### config.mk
export PLATFORM = sky130hd
export DESIGN_NAME = sram_sequencer
export DESIGN_NICKNAME = d
export VERILOG_FILES = /design/src/rtl/sram_sequencer.sv
export SDC_FILE = /design/constraint.sdc
export NUM_CORES = 1
export LEC_CHECK = 0
export BUFFER_PORTS_ARGS = -buffer_cell sky130_fd_sc_hd__buf_2
export CORE_MARGIN = 4
export CORE_UTILIZATION = 46
export CTS_BUF_LIST = sky130_fd_sc_hd__clkbuf_8 sky130_fd_sc_hd__clkbuf_16
export DETAILED_ROUTE_END_ITERATION = 8
export PLACE_DENSITY = 0.86
export SYNTH_ARGS = -nofsm -noshare
export SYNTH_HDL_FRONTEND = slang
export SYNTH_SLANG_ARGS = --single-unit
### constraint.sdc
create_clock -name clk -period 2.62 [get_ports clk]
set_input_delay 0.262 -clock clk [delete_from_list [all_inputs] [get_ports clk]]
set_output_delay 0.262 -clock clk [all_outputs]
set_load 0.02 [all_outputs]
### src/rtl/sram_sequencer.sv
// Shares one asynchronous 512Kx8 SRAM between video (fixed priority) and CPU/DMA (round-robin),
// generating registered address, strobe, drive and read-latch timing for every access.
module sram_sequencer #(
    parameter int AW      = 19,
    parameter int RD_WAIT = 0
) (
    input  logic          clk,
    input  logic          rst,
    input  logic          vid_req,
    input  logic [AW-1:0] vid_addr,
    output logic [7:0]    vid_data,
    output logic          vid_ack,
    input  logic          cpu_req,
    input  logic          cpu_we,
    input  logic [AW-1:0] cpu_addr,
    input  logic [7:0]    cpu_wdata,
    output logic [7:0]    cpu_rdata,
    output logic          cpu_ack,
    input  logic          dma_req,
    input  logic          dma_we,
    input  logic [AW-1:0] dma_addr,
    input  logic [7:0]    dma_wdata,
    output logic [7:0]    dma_rdata,
    output logic          dma_ack,
    output logic [AW-1:0] sram_addr,
    output logic [7:0]    sram_wdata,
    output logic          sram_drive,
    input  logic [7:0]    sram_rdata,
    output logic          sram_we_n
);

    typedef enum logic [2:0] {
        S_IDLE      = 3'd0,
        S_RD_ADDR   = 3'd1,
        S_RD_WAIT   = 3'd2,
        S_RD_LATCH  = 3'd3,
        S_WR_SETUP  = 3'd4,
        S_WR_STROBE = 3'd5,
        S_WR_HOLD   = 3'd6
    } state_t;

    typedef enum logic [1:0] {
        OWN_NONE = 2'd0,
        OWN_VID  = 2'd1,
        OWN_CPU  = 2'd2,
        OWN_DMA  = 2'd3
    } owner_t;

    localparam logic [1:0] RD_WAIT_LAST = 2'(RD_WAIT - 1);

    state_t        state_q, state_d;
    owner_t        owner_q, owner_d;
    logic          prefer_dma_q, prefer_dma_d;
    logic [1:0]    wait_cnt_q, wait_cnt_d;
    logic [AW-1:0] sram_addr_q, sram_addr_d;
    logic [7:0]    sram_wdata_q, sram_wdata_d;
    logic          sram_drive_q, sram_drive_d;
    logic          sram_we_n_q, sram_we_n_d;
    logic [7:0]    vid_data_q, vid_data_d, cpu_rdata_q, cpu_rdata_d, dma_rdata_q, dma_rdata_d;
    logic          vid_ack_q, vid_ack_d, cpu_ack_q, cpu_ack_d, dma_ack_q, dma_ack_d;
    logic          decide_s, vid_elig_s, cpu_elig_s, dma_elig_s;

    // A requester is invisible while its own access is in flight and during its ack cycle.
    assign vid_elig_s = vid_req && !vid_ack_q && (owner_q != OWN_VID);
    assign cpu_elig_s = cpu_req && !cpu_ack_q && (owner_q != OWN_CPU);
    assign dma_elig_s = dma_req && !dma_ack_q && (owner_q != OWN_DMA);

    // Next-state, arbitration and next-output logic.
    always_comb begin
        state_d      = state_q;
        owner_d      = owner_q;
        prefer_dma_d = prefer_dma_q;
        wait_cnt_d   = wait_cnt_q;
        sram_addr_d  = sram_addr_q;
        sram_wdata_d = sram_wdata_q;
        sram_drive_d = sram_drive_q;
        sram_we_n_d  = 1'b1;
        vid_data_d   = vid_data_q;
        cpu_rdata_d  = cpu_rdata_q;
        dma_rdata_d  = dma_rdata_q;
        vid_ack_d    = 1'b0;
        cpu_ack_d    = 1'b0;
        dma_ack_d    = 1'b0;
        decide_s     = 1'b0;

        case (state_q)
            S_IDLE: begin
                decide_s = 1'b1;
            end
            S_RD_ADDR: begin
                if (RD_WAIT == 0) begin
                    state_d = S_RD_LATCH;
                end else begin
                    state_d    = S_RD_WAIT;
                    wait_cnt_d = 2'd0;
                end
            end
            S_RD_WAIT: begin
                if (wait_cnt_q == RD_WAIT_LAST) begin
                    state_d = S_RD_LATCH;
                end else begin
                    wait_cnt_d = wait_cnt_q + 2'd1;
                end
            end
            S_RD_LATCH: begin
                decide_s = 1'b1;
                case (owner_q)
                    OWN_VID: begin vid_data_d  = sram_rdata; vid_ack_d = 1'b1; end
                    OWN_CPU: begin cpu_rdata_d = sram_rdata; cpu_ack_d = 1'b1; end
                    OWN_DMA: begin dma_rdata_d = sram_rdata; dma_ack_d = 1'b1; end
                    default: ;
                endcase
            end
            S_WR_SETUP: begin
                state_d     = S_WR_STROBE;
                sram_we_n_d = 1'b0;
            end
            S_WR_STROBE: begin
                state_d = S_WR_HOLD;
            end
            S_WR_HOLD: begin
                decide_s = 1'b1;
                case (owner_q)
                    OWN_CPU: cpu_ack_d = 1'b1;
                    OWN_DMA: dma_ack_d = 1'b1;
                    default: ;
                endcase
            end
            default: begin
                state_d = S_IDLE;
                owner_d = OWN_NONE;
            end
        endcase

        // The driver stays on only when a write follows a write directly.
        if (decide_s) begin
            state_d      = S_IDLE;
            owner_d      = OWN_NONE;
            sram_drive_d = 1'b0;
            if (vid_elig_s) begin
                owner_d     = OWN_VID;
                state_d     = S_RD_ADDR;
                sram_addr_d = vid_addr;
            end else if (cpu_elig_s && (!dma_elig_s || !prefer_dma_q)) begin
                owner_d      = OWN_CPU;
                prefer_dma_d = 1'b1;
                sram_addr_d  = cpu_addr;
                if (cpu_we) begin
                    state_d      = S_WR_SETUP;
                    sram_wdata_d = cpu_wdata;
                    sram_drive_d = 1'b1;
                end else begin
                    state_d = S_RD_ADDR;
                end
            end else if (dma_elig_s) begin
                owner_d      = OWN_DMA;
                prefer_dma_d = 1'b0;
                sram_addr_d  = dma_addr;
                if (dma_we) begin
                    state_d      = S_WR_SETUP;
                    sram_wdata_d = dma_wdata;
                    sram_drive_d = 1'b1;
                end else begin
                    state_d = S_RD_ADDR;
                end
            end else begin
                state_d = S_IDLE;
            end
        end else begin
            owner_d = owner_d;
        end
    end

    // State and registered-output update with asynchronous reset.
    always_ff @(posedge clk or posedge rst) begin
        if (rst) begin
            state_q      <= S_IDLE;
            owner_q      <= OWN_NONE;
            prefer_dma_q <= 1'b0;
            wait_cnt_q   <= 2'd0;
            sram_addr_q  <= {AW{1'b0}};
            sram_wdata_q <= 8'd0;
            sram_drive_q <= 1'b0;
            sram_we_n_q  <= 1'b1;
            vid_data_q   <= 8'd0;
            cpu_rdata_q  <= 8'd0;
            dma_rdata_q  <= 8'd0;
            vid_ack_q    <= 1'b0;
            cpu_ack_q    <= 1'b0;
            dma_ack_q    <= 1'b0;
        end else begin
            state_q      <= state_d;
            owner_q      <= owner_d;
            prefer_dma_q <= prefer_dma_d;
            wait_cnt_q   <= wait_cnt_d;
            sram_addr_q  <= sram_addr_d;
            sram_wdata_q <= sram_wdata_d;
            sram_drive_q <= sram_drive_d;
            sram_we_n_q  <= sram_we_n_d;
            vid_data_q   <= vid_data_d;
            cpu_rdata_q  <= cpu_rdata_d;
            dma_rdata_q  <= dma_rdata_d;
            vid_ack_q    <= vid_ack_d;
            cpu_ack_q    <= cpu_ack_d;
            dma_ack_q    <= dma_ack_d;
        end
    end

    assign sram_addr  = sram_addr_q;
    assign sram_wdata = sram_wdata_q;
    assign sram_drive = sram_drive_q;
    assign sram_we_n  = sram_we_n_q;
    assign vid_data   = vid_data_q;
    assign cpu_rdata  = cpu_rdata_q;
    assign dma_rdata  = dma_rdata_q;
    assign vid_ack    = vid_ack_q;
    assign cpu_ack    = cpu_ack_q;
    assign dma_ack    = dma_ack_q;

endmodule

=== Word level (Yosys, flattened, before mapping) ===
Index checks and enable logic that the tools add are counted.

* $add $sub $neg: 1
* Multiply operators: 0
* Div/mod/pow operators: 0
* Order comparisons: 0
* Equality and inequality tests: 17
* Shift-type cells: 0
* Multiplexer cells: 35
* Bitwise logic cells: 2
* Reduce and logical (&&, ||, !) cells: 28

{| class="wikitable"
|+ Operators by type and width
! kind !! number
|-
| 19-bit 2-to-1 mux || 3
|-
| 8-bit 2-to-1 mux || 4
|-
| 3-bit 2-to-1 mux || 7
|-
| 1-bit 2-to-1 mux || 15
|-
| 3-bit case mux with 5 select lines || 1
|-
| 2-bit AND reduction || 6
|-
| 2-bit 2-to-1 mux || 5
|-
| 3-bit equality test (second input constant) || 3
|-
| 1-bit logical AND || 7
|-
| 7-bit OR reduction || 1
|-
| 2-bit equality test (second input constant) || 3
|-
| 3-bit by 2-bit equality test with 1-bit output (second input constant) || 2
|-
| 2-bit by 1-bit != test with 1-bit output (second input constant) || 3
|-
| 2-bit != test (second input constant) || 3
|-
| 1-bit zero test || 5
|-
| 5-bit AND reduction || 1
|-
| 2-bit nonzero test || 2
|-
| 3-bit by 1-bit equality test with 1-bit output (second input constant) || 1
|-
| 3-bit zero test || 1
|-
| 3-bit != test (second input constant) || 1
|-
| 3-bit AND reduction || 1
|-
| 3-bit nonzero test || 1
|-
| 3-bit OR reduction || 1
|-
| 2-bit by 1-bit adder with 2-bit output (second input constant) || 1
|-
| other kinds (4) || 5
|}

* Flip-flop bits (word level): 64
* Bits in latches: 0
* Memory bits (writable): 0
* ROM bits: 0
* Input bits: 88
* Output and inout port bits: 56
* Logic and storage cells: 97
* Memories kept: 0

=== Logic depth before layout (Yosys ltp) ===
Gate-level depths: netlist of run 1.

* Depth in word-level cells: 9
* Depth in mapped cells: 8
* Mapped depth without buffers: 5

=== Worst setup path after synthesis of run 1 ===
No wires, ideal clock.

* Path kind: register to register
* From: register cpu_ack_q (netlist: cpu_ack)
* To: register sram_wdata_q[0] (netlist: sram_wdata[0])
* Setup time: 128 ps
* Arrival time: 1891 ps
* Required time: 2492 ps
* Slack: 601 ps
* Stages on the path, launching flop included: 6
* Buffers on the path: 1
* Period minus slack after synthesis: 2019 ps
* Cell sequence: dfrtp_1 nand2b_1 a311oi_2 buf_2 mux2_2 mux2_1

* Word-level cells in the longest chain between the ends: 6
* Elaborated cells between the ends (all ways): 9
* Those cells by class: eq/ne (1); mux (1); reduce/logical (7)

{| class="wikitable"
|+ RTL lines
! item !! RTL line !! text
|-
| start, declared || 60 || <nowiki>logic vid_ack_q, vid_ack_d, cpu_ack_q, cpu_ack_d, dma_ack_q, dma_ack_d;</nowiki>
|-
| start signal, assigned || 204 || <nowiki>cpu_ack_q <= cpu_ack_d;</nowiki>
|-
| 1-bit zero test (*) || 65 || <nowiki>assign cpu_elig_s = cpu_req && !cpu_ack_q && (owner_q != OWN_CPU);</nowiki>
|-
| 1-bit logical AND (*) (2 in a row) || 65 ||
|-
| 1-bit logical AND (*) || 144 || <nowiki>end else if (cpu_elig_s && (!dma_elig_s || !prefer_dma_q)) begin</nowiki>
|-
| 2-bit != test (no line) or 2-bit nonzero test (tied branches) || -- ||
|-
| 5-bit AND reduction (no line) || -- ||
|-
| end signal, assigned || 197 || <nowiki>sram_wdata_q <= sram_wdata_d;</nowiki>
|-
| end, declared || 56 || <nowiki>logic [7:0] sram_wdata_q, sram_wdata_d;</nowiki>
|}

Mark *: on every way between the ends. The rest lies on a longest branch, timed or not.
A chain may end at the register's enable or synchronous reset.

=== Final worst setup path of run 1 ===
* From: register owner_q[0]
* To: register sram_addr_q[7] (netlist: sram_addr[7])

* Word-level cells in the longest chain between the ends: 7
* Elaborated cells between the ends (all ways): 13
* Those cells by class: eq/ne (3); mux (2); reduce/logical (8)

{| class="wikitable"
|+ RTL lines
! item !! RTL line !! text
|-
| start, declared || 52 || <nowiki>owner_t owner_q, owner_d;</nowiki>
|-
| start signal, assigned || 193 || <nowiki>owner_q <= owner_d;</nowiki>
|-
| 2-bit != test || 66 || <nowiki>assign dma_elig_s = dma_req && !dma_ack_q && (owner_q != OWN_DMA);</nowiki>
|-
| 1-bit logical AND || 66 ||
|-
| 1-bit zero test || 144 ||
|-
| 1-bit logical OR || 144 ||
|-
| 1-bit logical AND || 144 ||
|-
| 3-bit nonzero test (no line) or 19-bit 2-to-1 mux (tied branches) || -- ||
|-
| 2-bit AND reduction (no line) or 19-bit 2-to-1 mux (tied branches) || -- ||
|-
| end signal, assigned || 181 || <nowiki>sram_addr_q <= {AW{1'b0}};</nowiki>
|-
| end signal, assigned || 196 || <nowiki>sram_addr_q <= sram_addr_d;</nowiki>
|-
| end, declared || 55 || <nowiki>logic [AW-1:0] sram_addr_q, sram_addr_d;</nowiki>
|}

Several ways; a longest one is shown, not always the timed one.

==> results of run 1 <==
worst register-to-register path, cell delays in order, from the launching register on:
cell and delay (ns):
dfrtp_1 0.48, or3b_1 0.42, a32oi_2 0.24, nand3_1 0.39, buf_4 0.33, nor2_1 0.12, a221o_1 0.12
per-stage QoR:
step | cell area [um^2] | total power (uW) | instances
after floorplan | 3040 | 3600 | 246
after global placement | 3840 | 4240 | 461
after detailed placement | 3840 | 4340 | 461
after CTS | 4110 | 5440 | 477
after global routing | 4110 | 5770 | 477
final | 4110 | 5380 | 477
Yosys cell counts, drive strengths merged (4+ instances only):
library cell	n
mux2i	18
nand2b	4
nor2	27
o21ai	8
dfrtp	63
nand3b	4
nor2b	4
inv	7
and2	4
buf	10
mux2	41
nand2	9
a221o	18
power by group through the flow:
stage / Sequential, uW / Combinational (uW) / Clock (uW)
after floorplan: 2210 / 1390 / 0
after global placement: 1770 / 2480 / 0
after detailed placement: 1790 / 2550 / 0
after CTS: 1780 / 2560 / 1110
after global routing: 1850 / 2770 / 1160
final: 1780 / 2520 / 1080
worst paths after layout:
| kind | slack [ns] | cells past startpoint | startpoint | endpoint |
|---|---|---|---|---|
| worst min-delay path | 0.15 | 3 | rst | sram_addr[8] |
| min in group clk | 0.16 | 2 | vid_addr[17] | sram_addr[17] |
| worst max-delay path | 0.46 | 6 | owner_q[0] | sram_addr[7] |
| max in group asynchronous | 1.92 | 3 | rst | sram_addr[5] |
| worst min register to register | 0.47 | 1 | wait_cnt_q[0] | wait_cnt_q[0] |
| worst max register to register | 0.46 | 6 | owner_q[0] | sram_addr[7] |
final cells by class:
type | instances | area (um^2)
Timing Repair Buffer | 150 | 768
Sequential cell | 64 | 1600
Clock buffer | 12 | 165
Inverter | 7 | 26.3
Fill cell | 502 | 2280
Tap cell | 77 | 96.3
Multi-Input combinational cell | 163 | 1350
Clock inverter | 4 | 98.8
placed cells by master, fill, tap and decap left out, types with 2 or more instances in the layout:
cell type,instances
mux2_2,33
mux2_1,8
nand2b_1,4
bufinv_16,3
dfrtp_1,63
nor3_1,2
nor2b_1,2
and2_1,4
buf_4,7
mux2i_1,18
or3_1,2
xor2_1,3
nand3b_1,4
clkbuf_8,12
nor2_1,26
nand3_1,3
inv_1,6
nor2b_2,2
nand2_1,9
o21ai_0,5
buf_2,143
a221o_1,18
state kept, by name (all words and copies together), names as in the netlist:
signal,flops
cpu_ack,1
wait_cnt_q,2
dma_rdata,8
cpu_rdata,8
owner_q,2
sram_drive,1
prefer_dma_q,1
state_q,3
sram_addr,19
sram_wdata,8
vid_ack,1
dma_ack,1
sram_we_n,1
vid_data,8
metal layers:
layer	share of wire	wire, um	vias up
met2	0.50	3800	110
met5	0	0	-
met4	0.019	142	0
met3	0.11	804	12
met1	0.38	2890	1189
li1	-	-	1194
kinds of logic (layout without fill, tap and decap cells):
kind of cell,after synthesis,in the layout,synth area share
multiplexers,59,59,0.211
flip-flops,64,64,0.527
AND/OR/NAND/NOR,65,65,0.110
adder cells (fa/ha/maj),1,1,0.00411
buffers and inverters,19,173,0.0341
AO/OA/AOI/OAI,35,35,0.106
XOR/XNOR,3,3,0.00863
==> impl_metrics.toml, run 1 <==
[critical_path]
path_delay_family = "simple AND/OR/NAND/NOR gates"
cpMaxStageDelayCell = "dfrtp_1"
critPathArrivalTime_ns = 2.43
worst-path-buf-inv = 1
timing.critical_path.to_type = "register"
timing.critical_path.slowest_cell_delay_ns = 0.48
cp-start-kind = "register"
cell_chain_of_the_critical_path = "or3b_1 > a32oi_2 > nand3_1 > buf_4 > nor2_1 > a221o_1"
cp_data_required_time_ns = 2.89
crit_fanout = 12
worstSetupPathType = "register to register"

[cts]
postCtsSetupBuffers = 0
tritoncts_num_sinks = 64
numCtsBuffers = 9
number_of_buffers_between_clock_root_and_the_deepest_sink = 2
clock_tree_from_tritoncts = "built"
cts-resized-gates = 0
cts.root.buffer_cell = "clkbuf_8"
clock_latency_ns = 0.33
cts.reportedPaths.clkPinSlew_ns = 0.08
cts_hold_repair.buffers = 0
depth_of_the_cts_h_tree = 3

[route]
routed_wl_mm = 7.64
wl_per_cell_um = 16.0
drc = 0
drt-vias-per-instance = 5.25
firstDrtPassIters = 4
first_iter_violations = 87
postRouteAntennaNets = 0
detailroute.via_count = 2505

[timing]
rsz0062_at_grt = "no"
timing.final.ws_setup_ns = 0.463
hold_viol = 0
crit_share_post_route = 0.823
achievable_clock_frequency_mhz = 464
setup_violations = 0
slew_headroom = 0.460
min_period_ns = 2.16
worst_clock_skew_ns = 0.0121
slew_violations = 0
finalSetupTns_ns = 0
max_slew.worst_pin.slew_ns = 0.810
final.hold.worst_slack_ns = 0.155

[place]
dp.final_hpwl_mm = 5.85
port_buffers = 143
gp_routability_congestion = 0.847
dp_slack_ns = 0.425

[synth]
ys.flop_type = "dfrtp_1"
ys_types = 43
synth-async-reset-ratio = 1.00
synth_seq_area_share = 0.527
synthesis.instances = 246
post-synth-top-area-cell = "dfrtp_1"
synth_top_cells_by_area = "dfrtp_1, mux2_2, a221o_1"
syn_avg_cell_area_um2 = 12.4
synth_warnings = 0
synthesis.nets = 335
mappedNetlistArea_mm2 = 0.00304
synth_largest_type_area_fraction = 0.518
synth-seq-cells = 64
number_of_enable_flip_flop_cells_after_synthesis = 0

[power_and_ir_drop]
power_report.internal_total_uw = 3280
cellLeakagePower_uw = 0.00208
power.share.sequential = 0.331
powerDensity_mw_per_mm2 = 1310
p_sw_frac = 0.391
power_switching_uw = 2100
combinationalPowerShare = 0.468
power.ir.vdd_worst_v = 0.000760
share_clk_of_total_power = 0.201

[layout]
drive_above_1_share = 0.525
nets = 484
postLayoutCoreUtil = 0.643
num_antenna_cells = 0
syn_to_final_growth_pct = 34.9

[floorplanning]
rows = 29
chipHeight_um = 89.4
initial_utilization = 0.477
io_pins = 144
fp.dieArea_mm2 = 0.00798
core_region_area_mm2 = 0.00639
die_width_um = 89.4

[global_routing]
grt_util_met1 = 0.202
antenna_found_initial = 0
grt-ovfl-total = 0
grt.met3_usage = 0.0654
gr-usage-met2 = 0.342
grt_pass1_vias = 2636
track_usage = 0.190
largest_net_degree_at_the_start_of_global_routing = 65
grt_most_used_layer = "met2"
first_pass_grt_wire_length_mm = 11.6

[hold_path]
hold_path.class = "primary input to asynchronous set/reset pin"

[run]
maxCapViolations = 0

[outcome]
run_status = "complete, no violations"
Note: power is estimated with default switching activity, not from simulation.
==> run 2: changes to the inputs <==
- clock period: 2.62 -> 2 ns (I/O delays scaled with it)
==> run 2 against run 1 <==
Against the previous run: the run now ends with setup timing left; non-clock buffer count rose by 20; sequential share of layout area decreased by 2.2 points; first-iteration DRC count grew 16%; largest power group unchanged; sequential power increased by 30%.
==> impl_metrics.toml, run 2 (synthesis results as in run 1) <==
[cts]
clock_tree_from_tritoncts = "built"
tritoncts_num_sinks = 64
cts.root.buffer_cell = "clkbuf_8"
depth_of_the_cts_h_tree = 3
numCtsBuffers = 9
number_of_buffers_between_clock_root_and_the_deepest_sink = 2
clock_latency_ns = 0.33
cts.reportedPaths.clkPinSlew_ns = 0.08

[route]
drt-vias-per-instance = 5.26
detailroute.via_count = 2614
postRouteAntennaNets = 0
firstDrtPassIters = 4
drc = 0
wl_per_cell_um = 16.9
first_iter_violations = 101
routed_wl_mm = 8.38

[floorplanning]
chipHeight_um = 89.4
initial_utilization = 0.477
die_width_um = 89.4
io_pins = 144
core_region_area_mm2 = 0.00639
fp.dieArea_mm2 = 0.00798
rows = 29

[critical_path]
timing.critical_path.slowest_cell_delay_ns = 0.47
critPathArrivalTime_ns = 2.22
worstSetupPathType = "register to register"
cpMaxStageDelayCell = "a311oi_4"
worst-path-buf-inv = 2
path_delay_family = "compound AO/OA/AOI/OAI gates"
timing.critical_path.to_type = "register"
regToRegSetupSlack_ns = -0.006
r2r_cells = 7
regToRegStartpoint = "cpu_ack"
crit_fanout = 6
cp-start-kind = "register"
r2r-end = "sram_addr[2]"
cp_data_required_time_ns = 2.21
cell_chain_of_the_critical_path = "nand2b_4 > a311oi_4 > buf_12 > buf_6 > mux2i_2 > nor2_1 > a221o_1"

[timing]
slew_headroom = 0.638
worst_clock_skew_ns = 0.00967
setup_violations = 1
hold_viol = 0
final.hold.worst_slack_ns = 0.0985
rsz0062_at_grt = "yes"
crit_share_post_route = 1.00
min_period_ns = 2.01
timing.final.ws_setup_ns = -0.00583
achievable_clock_frequency_mhz = 499
max_slew.worst_pin.slew_ns = 0.541
slew_violations = 0

[global_routing]
track_usage = 0.196
grt_pass1_vias = 2602
first_pass_grt_wire_length_mm = 12.0
antenna_found_initial = 0
largest_net_degree_at_the_start_of_global_routing = 41
grt-ovfl-total = 0

[layout]
n_fill_cell = 487
num_antenna_cells = 0
most-common-layout-cells = "buf_2, dfrtp_1, mux2_2, nor2_1, buf_4"
nets = 504
mostFrequentLayoutCell = "buf_2"
finalNonFillerCells = 497
total_area_of_multi_input_combinational_cells_mm2 = 0.00147
syn_to_final_growth_pct = 42.9
drive_above_1_share = 0.581
flip_flop_count_of_the_largest_register_after_layout = 19
regArea_mm2 = 0.00160

[place]
placedCellCount = 470
port_buffers = 143
dp.final_hpwl_mm = 5.99
gp_routability_congestion = 0.796
dp_slack_ns = -0.0172

[hold_path]
hold_path.class = "primary input to register"
min_to = "sram_addr[9]"
holdPathStages = 2
min-delay-start = "vid_addr[9]"

[outcome]
run_status = "complete, but fails checks"
violations = "setup timing"

[power_and_ir_drop]
powerDensity_mw_per_mm2 = 1660
cellLeakagePower_uw = 0.00222
power.ir.vdd_worst_v = 0.00101

[run]
maxCapViolations = 0
## run 2: cell types whose count changed in the layout (fill, tap and decap cells not counted), sizes merged
| cell | before | now |
|---|---|---|
| buf | 150 | 169 |
| inv | 7 | 10 |
| clkinvlp | 0 | 2 |
| clkbuf | 12 | 9 |
| clkinv | 1 | 2 |
| dlygate4sd3 | 0 | 1 |
| bufinv | 3 | 0 |
## run 2: power breakdown
| part | switching (uW) | total, uW | leakage, uW | internal (uW) |
|---|---|---|---|---|
| Clock | 526 | 988 | 0.0000866 | 461 |
| Sequential | 387 | 2310 | 0.000783 | 1930 |
| Combinational | 2110 | 3920 | 0.00135 | 1810 |
## run 2: how the worst max path moves through the flow
stage / end / slack (ns) / startpoint / cells past startpoint
floorplan: sram_addr[6] / 0.0004 / cpu_ack / 7
global placement: sram_wdata[5] / 0.05 / owner_q[1] / 5
detailed placement: sram_wdata[6] / -0.02 / cpu_ack / 5
CTS: sram_addr[8] / -0.01 / owner_q[1] / 7
global route: sram_addr[2] / -0.11 / cpu_ack / 7
finish: sram_addr[2] / -0.006 / cpu_ack / 7
## run 2: cell type report
type	instances	area share
inverters	7	0.00604
clock buffers	9	0.0285
multi-input cells	163	0.337
repair buffers	170	0.225
flip-flops and latches	64	0.369
clock inverters	7	0.0127
well taps	77	0.0221
## run 2: routing by layer
layer  vias up  routed length [um]  track usage  part of all wire
li1       1235                   -            -                 -
met1      1262                3160        0.221              0.38
met2       111                4400        0.356              0.52
met3         6                 776       0.0507             0.093
met4         0                  38       0.0690            0.0045
met5         -                   0            0                 0
## run 2: through the flow
step	power (uW)	utilization	setup TNS [ns]	cell area (um^2)
detailed placement	5860	0.616	-0.0717	3940
global placement	5750	0.616	0	3940
finish	7230	0.681	-0.00583	4350
CTS	7030	0.661	-0.0498	4220
global route	7710	0.681	-1.22	4350
floorplan	4710	-	0	3050
## run 2: timing repair
action / CTS / global route
gates resized for setup: 6 / 26
cloned: 0 / 0
setup endpoints to repair: 9 / 27
pin swaps: 3 / 6
hold buffers: 1 / 0
endpoints found under the hold margin: 24 / 0
setup buffers: 8 / 2
